$ cat src/rtl/matrix_scan_capture.sv
// matrix_scan_capture
// Receive side of a 5x7 column-scanned LED matrix. Each column strobe must sit
// still long enough to be trusted before its row pattern is taken. Columns have
// to arrive as C0..C4 in order before a frame is published. Protocol faults are
// kept in sticky flags, and a watchdog reports a scan that has stopped.

// One column of the frame being assembled: the last settled row pattern seen
// while this column was strobed.
module msc_col_slot #(
    parameter int NUM_ROWS = 7
) (
    input  logic                clk,
    input  logic                rst_n,
    input  logic                wrEn,
    input  logic [NUM_ROWS-1:0] rowIn,
    output logic [NUM_ROWS-1:0] rowQ
);
    // Latch the row pattern when this column's dwell completes.
    always_ff @(posedge clk or negedge rst_n) begin
        if (!rst_n)    rowQ <= '0;
        else if (wrEn) rowQ <= rowIn;
    end
endmodule

module matrix_scan_capture #(
    parameter int SETTLE     = 2,
    parameter int TIMEOUT    = 65535,
    parameter bit COL_ACT_LO = 1'b0,
    parameter bit ROW_ACT_LO = 1'b0
) (
    input  logic        clk,
    input  logic        rst_n,
    input  logic [4:0]  col,
    input  logic [6:0]  row,
    input  logic        clr_err,
    output logic [34:0] frame,
    output logic        frame_valid,
    output logic        frame_chg,
    output logic        err_order,
    output logic        err_invalid,
    output logic        stalled
);
    localparam int NUM_COLS = 5;
    localparam int NUM_ROWS = 7;
    localparam int DCW      = (SETTLE < 1) ? 1 : $clog2(SETTLE + 1);
    localparam int IW       = (TIMEOUT < 1) ? 1 : $clog2(TIMEOUT + 1);

    // Dwell counter saturates at SETTLE. The event fires on the step into saturation.
    localparam logic [DCW-1:0] DWELL_MAX = DCW'(SETTLE);
    localparam logic [DCW-1:0] DWELL_ARM = DCW'((SETTLE < 1) ? 0 : SETTLE - 1);
    // The idle counter saturates at TIMEOUT. Stalled rises on the step into saturation.
    localparam logic [IW-1:0]  IDLE_MAX  = IW'(TIMEOUT);
    localparam logic [IW-1:0]  IDLE_ARM  = IW'((TIMEOUT < 1) ? 0 : TIMEOUT - 1);
    localparam logic [2:0]     LAST_COL  = 3'(NUM_COLS - 1);

    typedef enum logic [1:0] {
        S_HUNT, // waiting for a C0 dwell to start a frame
        S_CAP,  // collecting columns, expIdx is the next one wanted
        S_PUB   // C4 just landed; publish on this edge, behave like HUNT
    } stateT;

    logic [NUM_COLS-1:0]                colN;
    logic [NUM_ROWS-1:0]                rowN;
    logic [NUM_COLS-1:0]                colQ;
    logic [DCW-1:0]                     dwellCnt;
    logic                               dwellEvt;
    logic                               colOneHot;
    logic [2:0]                         colIdx;
    logic                               colDone;
    logic                               setOrder;
    logic                               setInvalid;
    logic                               stallHit;
    logic [IW-1:0]                      idleCnt;
    logic [NUM_COLS-1:0][NUM_ROWS-1:0]  shadow;
    stateT                              state;
    stateT                              stateNext;
    logic [2:0]                         expIdx;
    logic [2:0]                         expNext;

    // Both lines are normalised to active-high before anything else looks at them.
    assign colN = COL_ACT_LO ? ~col : col;
    assign rowN = ROW_ACT_LO ? ~row : row;

    assign colOneHot  = (colN != '0) && ((colN & (colN - 5'd1)) == '0);
    assign colDone    = dwellEvt && colOneHot;
    assign setInvalid = dwellEvt && !colOneHot;
    // Only a valid column keeps the watchdog quiet. Invalid patterns do not count.
    assign stallHit   = !colDone && (idleCnt == IDLE_ARM);

    // One-hot to index. It is only meaningful when colOneHot is set.
    always_comb begin
        colIdx = '0;
        for (int i = 0; i < NUM_COLS; i++) begin
            if (colN[i]) colIdx = 3'(i);
        end
    end

    // Register the column pattern and count how long it has stayed unchanged.
    always_ff @(posedge clk or negedge rst_n) begin
        if (!rst_n) begin
            colQ     <= '0;
            dwellCnt <= '0;
        end else begin
            colQ <= colN;
            if (colN == colQ) begin
                if (dwellCnt != DWELL_MAX) dwellCnt <= dwellCnt + 1'b1;
            end else begin
                dwellCnt <= '0;
            end
        end
    end

    // SETTLE=0 trusts a column on the first edge after it changes. Otherwise the
    // pattern must survive SETTLE more edges, and the event fires only once.
    generate
        if (SETTLE == 0) begin : gEvtImm
            assign dwellEvt = (colN != colQ);
        end else begin : gEvtDwell
            assign dwellEvt = (colN == colQ) && (dwellCnt == DWELL_ARM);
        end
    endgenerate

    // Any settled one-hot column refreshes its shadow slot, whatever the FSM
    // is doing. Publishing requires a complete in-order pass, so stale slots
    // never reach the frame output.
    for (genvar c = 0; c < NUM_COLS; c++) begin : gSlot
        msc_col_slot #(.NUM_ROWS(NUM_ROWS)) uSlot (
            .clk   (clk),
            .rst_n (rst_n),
            .wrEn  (colDone && colN[c]),
            .rowIn (rowN),
            .rowQ  (shadow[c])
        );
    end

    // Scan-order tracking: next state, next expected column, order fault.
    always_comb begin
        stateNext = state;
        expNext   = expIdx;
        setOrder  = 1'b0;
        case (state)
            S_HUNT, S_PUB: begin
                stateNext = S_HUNT;
                if (colDone && colIdx == 3'd0) begin
                    stateNext = S_CAP;
                    expNext   = 3'd1;
                end
            end
            S_CAP: begin
                if (colDone) begin
                    if (colIdx == expIdx) begin
                        if (expIdx == LAST_COL) stateNext = S_PUB;
                        else                    expNext   = expIdx + 3'd1;
                    end else begin
                        setOrder = 1'b1;
                        // A fresh C0 is a valid restart. Anything else drops the frame.
                        if (colIdx == 3'd0) expNext   = 3'd1;
                        else                stateNext = S_HUNT;
                    end
                end
            end
            default: stateNext = S_HUNT;
        endcase
        if (stallHit) stateNext = S_HUNT;
    end

    // FSM state and expected-column register.
    always_ff @(posedge clk or negedge rst_n) begin
        if (!rst_n) begin
            state  <= S_HUNT;
            expIdx <= '0;
        end else begin
            state  <= stateNext;
            expIdx <= expNext;
        end
    end

    // Publish the assembled frame one edge after the C4 dwell event.
    always_ff @(posedge clk or negedge rst_n) begin
        if (!rst_n) begin
            frame       <= '0;
            frame_valid <= 1'b0;
            frame_chg   <= 1'b0;
        end else begin
            frame_valid <= 1'b0;
            frame_chg   <= 1'b0;
            if (state == S_PUB) begin
                frame       <= shadow;
                frame_valid <= 1'b1;
                frame_chg   <= (shadow != frame);
            end
        end
    end

    // Sticky fault flags. A new fault in the same cycle overrides clr_err.
    always_ff @(posedge clk or negedge rst_n) begin
        if (!rst_n) begin
            err_order   <= 1'b0;
            err_invalid <= 1'b0;
        end else begin
            err_order   <= setOrder   | (err_order   & ~clr_err);
            err_invalid <= setInvalid | (err_invalid & ~clr_err);
        end
    end

    // Watchdog: count cycles since the last valid column, then hold stalled until one arrives.
    always_ff @(posedge clk or negedge rst_n) begin
        if (!rst_n) begin
            idleCnt <= '0;
            stalled <= 1'b0;
        end else if (colDone) begin
            idleCnt <= '0;
            stalled <= 1'b0;
        end else if (idleCnt != IDLE_MAX) begin
            idleCnt <= idleCnt + 1'b1;
            if (stallHit) stalled <= 1'b1;
        end
    end
endmodule

$ cat config.mk
export PLATFORM = sky130hd
export DESIGN_NAME = matrix_scan_capture
export DESIGN_NICKNAME = d
export VERILOG_FILES = /design/src/rtl/matrix_scan_capture.sv
export SDC_FILE = /design/constraint.sdc
export NUM_CORES = 1
export LEC_CHECK = 0
export ABC_AREA = 0
export CELL_PAD_IN_SITES_DETAIL_PLACEMENT = 1
export CELL_PAD_IN_SITES_GLOBAL_PLACEMENT = 2
export CORE_MARGIN = 5
export CORE_UTILIZATION = 41
export DETAILED_ROUTE_END_ITERATION = 7
export GPL_TIMING_DRIVEN = 0
export PLACE_DENSITY_LB_ADDON = 0.1
export SETUP_SLACK_MARGIN = 0.15
export SLEW_MARGIN = 10
export SYNTH_ARGS = -nofsm -noshare
export SYNTH_HDL_FRONTEND = slang
export SYNTH_SLANG_ARGS = --single-unit
$ cat constraint.sdc
create_clock -name clk -period 5.2 [get_ports clk]
set_clock_uncertainty 0.2 [all_clocks]
set_input_delay 1.3 -clock clk [delete_from_list [all_inputs] [get_ports clk]]
set_output_delay 1.3 -clock clk [all_outputs]
set_load 0.02 [all_outputs]
==> results of run 1 <==
sequential cells by signal (all words and copies together), names as in the netlist:
name and flops:
err_order 1, expIdx 3, stalled 1, err_invalid 1, gSlot.uSlot.rowQ 35, frame 35
frame_chg 1, state 2, dwellCnt 2, frame_valid 1, colQ 5, idleCnt 16
per-stage QoR:
step / instance area, um^2 / setup TNS [ns] / utilization (%) / std cells
2_1_floorplan: 4782 / 0 / - / 383
3_3_place_gp: 5502 / -134.65 / 48.18 / 580
3_5_place_dp: 5530 / 0 / 48.43 / 581
4_1_cts: 5812 / 0 / 50.90 / 597
5_1_grt: 5812 / 0 / 50.90 / 597
6_report: 5812 / 0 / 50.90 / 597
kinds of logic after synthesis:
kind of cell / share of synthesized area, %
buf+inv: 2.407
flops: 53.90
fa+ha+maj: 1.570
xor+xnor: 9.524
compound gates: 4.501
mux: 17.22
simple gates: 10.88
synthesized netlist by cell type, types with 2 or more instances:
master    instances  area, um^2
nor2b_1           6       37.54
nor2_1           25       93.84
buf_2             2       10.01
nand4_1           5       31.28
a211oi_1          4       30.03
o22ai_1           3       18.77
and2_1            4       25.02
dfrtp_1         103        2577
mux2i_1           2       20.02
nand3_1          11       55.05
a21oi_1           2       10.01
a31oi_1           2       12.51
nor3_1            5       25.02
buf_6             3       33.78
clkbuf_1          6       22.52
nand2_1          14       52.55
xnor2_1          12       105.1
inv_1            10       37.54
nor4_1           11       68.82
ha_1              6       75.07
xor2_1           40       350.3
and4_1            2       17.52
and3_1            3       18.77
o21ai_0           6       30.03
mux2_2           70       788.3
nand2_2           5       31.28
placed cells by master (no fill, tap or decap), types with 6 or more instances in the layout:
master / instances
nor2_1: 25
nand2_1: 14
nor2b_1: 6
nor4_1: 11
dfrtp_1: 103
mux2_2: 70
clkbuf_16: 9
xnor2_1: 12
nand3_1: 11
clkdlybuf4s50_1: 53
o21ai_0: 6
clkbuf_1: 6
xor2_1: 40
inv_1: 10
ha_1: 6
metal layers:
metal | vias to the layer above | global-route usage (%)
li1 | 1466 | -
met1 | 1578 | 22.71
met2 | 45 | 26.49
met3 | 9 | 5.382
met4 | 0 | 4.301
met5 | - | 0
worst min-delay path, delay by kind of cell (launching register included):
kind / cells / cell delay (ns)
flip-flops: 1 / 0.36
AND/OR/NAND/NOR: 1 / 0.09
AO/OA/AOI/OAI: 1 / 0.05
final cells by class:
class | count | area, um^2
repair buffers | 55 | 569.3
clock buffers | 9 | 225.2
fillers | 1203 | 5607
clock inverters | 7 | 56.30
plain buffers | 12 | 73.82
multi-input cells | 257 | 2090
well taps | 143 | 178.9
flip-flops and latches | 103 | 2577
inverters | 11 | 41.29
worst max path at each step:
| stage | end | slack [ns] | cells after the start |
|---|---|---|---|
| global route | expIdx[0] | 1.54 | 8 |
| detailed placement | expIdx[0] | 1.35 | 8 |
| CTS | expIdx[0] | 1.70 | 8 |
| global placement | frame[15] | -1.32 | 1 |
| floorplan | expIdx[0] | 2.08 | 7 |
| finish | expIdx[0] | 1.71 | 8 |
power by group:
| group | internal [mW] | switching [mW] |
|---|---|---|
| clock network | 0.330 | 0.317 |
| logic | 0.0976 | 0.135 |
| registers | 0.865 | 0.0649 |
==> metrics, run 1 <==
vias 3098; Worst path max stage delay 0.49 ns; min Tclk post-route 3.494 ns; Initial Utilization 41.88%; DR vias/cell 5.189; wire length of the first global-routing pass 18760 um; pwr/cell area 311.1 mW/mm^2; Antenna Cells 0; Tightest Pin Transition 0.7786 ns; fmax 286.2 MHz; pin count of the biggest net entering global routing 66; TritonCTS Buffers 9; 1st-iter DRT viols 129; Fin. Hold Viols 0; worst min-delay path category reg2reg; hold_buf cts 0; MaxCap Viol Count 0; Syn. warnings 0; count of input and output buffers 54; Final ANT Viol Nets 0; synthesis-stage register bit count 103; critical path cell sequence clkdlybuf4s50_1 -> buf_6 -> nor4_1 -> o21ai_1 -> a211oi_4 -> nand3_2 -> a21boi_4 -> mux2_4; clock root cell clkbuf_16; DR WL met3 437 um; setup violators final 0; Worst-path clk slew 0.07 ns; launching element of the worst setup path col[4]; initial antenna violation count 0; worst path bufs/invs 2; kind of critical path in2reg; Post-synth EDFFs 0; CTS tree yes; Worst Reg-to-Reg Cells 4; Worst Path Max Fanout 10; vias in the first global route 3495; post-cts resize count 0; Area Growth Syn to Fin 21.53%; FP Rows 39; core area 0.01142 mm^2; Hold Path Cell Cnt 2; total grt overflow 0; Mapped Avg Cell Area 12.49 um^2; Mapped Area 0.004782 mm^2; RSZ-0062 raised after global routing false; CP Launch Type input port; Reg-to-Reg Start state[0]; Syn Nets 404; Final nets 470; worst setup margin 1.706 ns; maximum vdd drop 0.3233 mV; DRC 0; router iterations before antenna repair 4; synthesized instance count 383; Final period util 67.20%; Top Ports 55; ys async rst share 100.0%; Crit. End Element flop; final wirelength 10870 um; met1 WL 5088 um; end of the worst register-to-register path frame[13]; WP data required 5.24 ns; wire per inst 18.21 um; distinct cell type count after synthesis 47; setup bufs post-CTS 0; status complete, no violations; Die ar. 0.01392 mm^2; hpwl dp 7663 um; sequential-to-total area share from yosys stat 53.90%; Longest Clk Path Bufs 2; ys flop type dfrtp_1; HP Start stalled; layout cells sized above 1 23.79%; met2 WL post-DR 5255 um; cell family with most CP delay compound AO/OA/AOI/OAI gates; DR top layer met4; WHS Endpoint stalled; Tot GR Track Use 16.89%; clk_lat worst skew 0.35 ns; final slew viol count 0; P_leak 2.792 nW; WP data arrival 3.53 ns; # clock sinks 103; setup slack at placement 1.350 ns; RD Place Congestion 0.7404; Slowest-stage cell, CP clkdlybuf4s50_1; hold_ws 0.3299 ns; die height 118 um; Die Span X 118 um; Register-to-Register Setup Slack 2.81 ns; H-Tree Depth 3; Slew HR 48.10%; Design Power 1.808 mW
Power figures use the tool's default switching activity.
==> run 2, diff against run 1 <==
- CORE_UTILIZATION: 41 -> 38
- clock period: 5.2 -> 3.6 ns (I/O delays scaled with it)
==> run 2 against run 1 <==
  * Core utilization down 3.8 points
  * Non-clock buffer count unchanged
  * Worst setup slack got worse by 1.2 ns
  * Register-to-register slack got worse by 1.6 ns
  * Final cell count increased by 4.9%
  * Sequential power increased by 45%
  * Hold slack got worse by 0.086 ns
  * Sequential share of layout area shrank 0.48 points
  * Via count is 1.3% higher
  * Final area up 1.1%
  * Critical endpoint unchanged
==> metrics, run 2 (same netlist as run 1, synthesis figures left out) <==
status complete, no violations; core area 0.01247 mm^2; DRC 0; kind of critical path in2reg; Antenna Cells 0; CTS tree yes; Worst path max stage delay 0.48 ns; Worst-path clk slew 0.07 ns; Worst Path Max Fanout 10; wire per inst 17.49 um; post-cts resize count 0; DP Area 0.005567 mm^2; pwr/cell area 457.9 mW/mm^2; fmax 324.5 MHz; worst path bufs/invs 2; Slowest-stage cell, CP clkdlybuf4s50_1; P_leak 2.815 nW; wire length of the first global-routing pass 17990 um; worst setup margin 0.5187 ns; final slew viol count 0; vias in the first global route 3375; layout cells sized above 1 23.57%; most common cell after layout, fill and taps aside dfrtp_1; Area Growth Syn to Fin 22.87%; RD Place Congestion 0.7401; # clock sinks 103; FP Rows 41; Tot GR Track Use 15.81%; count of input and output buffers 54; WP data arrival 3.12 ns; min Tclk post-route 3.081 ns; Die Span X 122.2 um; CP Launch Type input port; Fin Setup TNS 0 ns; maximum vdd drop 0.2048 mV; initial antenna violation count 0; top flop regs frame x35, gSlot.uSlot.rowQ x35, idleCnt x16; Final period util 85.59%; Crit. End Element flop; router iterations before antenna repair 4; Initial Utilization 38.36%; critical path cell sequence clkdlybuf4s50_1 -> buf_6 -> nor4_1 -> o21ai_1 -> a211oi_4 -> nand3_2 -> a21boi_4 -> mux2_4; Longest Clk Path Bufs 2; clk_lat worst skew 0.35 ns; H-Tree Depth 3; hpwl dp 7670 um; cell family with most CP delay compound AO/OA/AOI/OAI gates; 1st-iter DRT viols 72; final wirelength 10950 um; worst min-delay path category in2async; setup slack at placement 0.1317 ns; pin count of the biggest net entering global routing 67; Design Power 2.691 mW; Final Cell Area 0.005876 mm^2; Top Ports 55; WP data required 3.64 ns; commonest non-fill, non-tap cells in the layout dfrtp_1 (103), mux2_2 (70), clkdlybuf4s50_1 (53); vias 3137; Slew HR 45.56%; hold_buf cts 0; Final ANT Viol Nets 0; Tightest Pin Transition 0.8166 ns; clock root cell clkbuf_16; Final nets 470; MaxCap Viol Count 0; DR vias/cell 5.011; die height 122.2 um; Fin. Hold Viols 0; setup bufs post-CTS 0; fill cell count 1326; Die ar. 0.01493 mm^2; RSZ-0062 raised after global routing false; setup violators final 0; TritonCTS Buffers 9; total grt overflow 0
## run 2: worst reg2reg max path: stages (launching register included)
cell,delay (ns)
dfrtp_1,0.44
nor2b_1,0.13
clkbuf_1,0.43
clkbuf_1,0.68
mux2_2,0.42
## run 2: area by class of cell
| type | count | area, um^2 | share of cell area (%) |
|---|---|---|---|
| Timing Repair Buffer | 55 | 569.3 | 9.689 |
| Clock inverter | 4 | 52.55 | 0.8944 |
| Buffer | 12 | 73.82 | 1.256 |
| Multi-Input combinational cell | 257 | 2090 | 35.56 |
| Tap cell | 172 | 215.2 | 3.663 |
| Sequential cell | 103 | 2577 | 43.87 |
| Clock buffer | 12 | 256.5 | 4.365 |
| Inverter | 11 | 41.29 | 0.7027 |
## run 2: through the flow
step / utilization [%] / hold slack (ns) / cells
after global placement: 44.42 / 0.3087 / 609
after detailed placement: 44.66 / 0.3191 / 610
after CTS: 47.13 / 0.2471 / 626
final: 47.13 / 0.2438 / 626
after global routing: 47.13 / 0.2588 / 626
after floorplan: - / 0.3047 / 383
## run 2: final timing paths
check / cells past startpoint / slack [ns] / start / to
worst max-delay path: 8 / 0.52 / col[4] / expIdx[0]
worst min-delay path: 1 / 0.24 / rst_n / err_invalid
worst max register to register: 4 / 1.19 / state[0] / frame[11]
worst min register to register: 2 / 0.32 / stalled / stalled
max in group asynchronous: 2 / 2.31 / rst_n / frame[25]
min in group clk: 2 / 0.32 / stalled / stalled
## run 2: layer usage
layer,GRT usage [%],wire length (um)
met1,20.59,5054
met4,5.248,169
met5,0,0
met3,3.853,393
met2,25.93,5329
## run 2: power breakdown
group	leakage, nW	internal [mW]	switching [mW]
clock	0.153	0.580	0.428
sequential	1.36	1.25	0.0992
combinational	1.30	0.141	0.193
==> run 3, diff against run 2 <==
- CTS_CLUSTER_SIZE: default -> 12
==> results of run 3 <==
The final DEF is identical to that of run 2; final timing and power are the same.
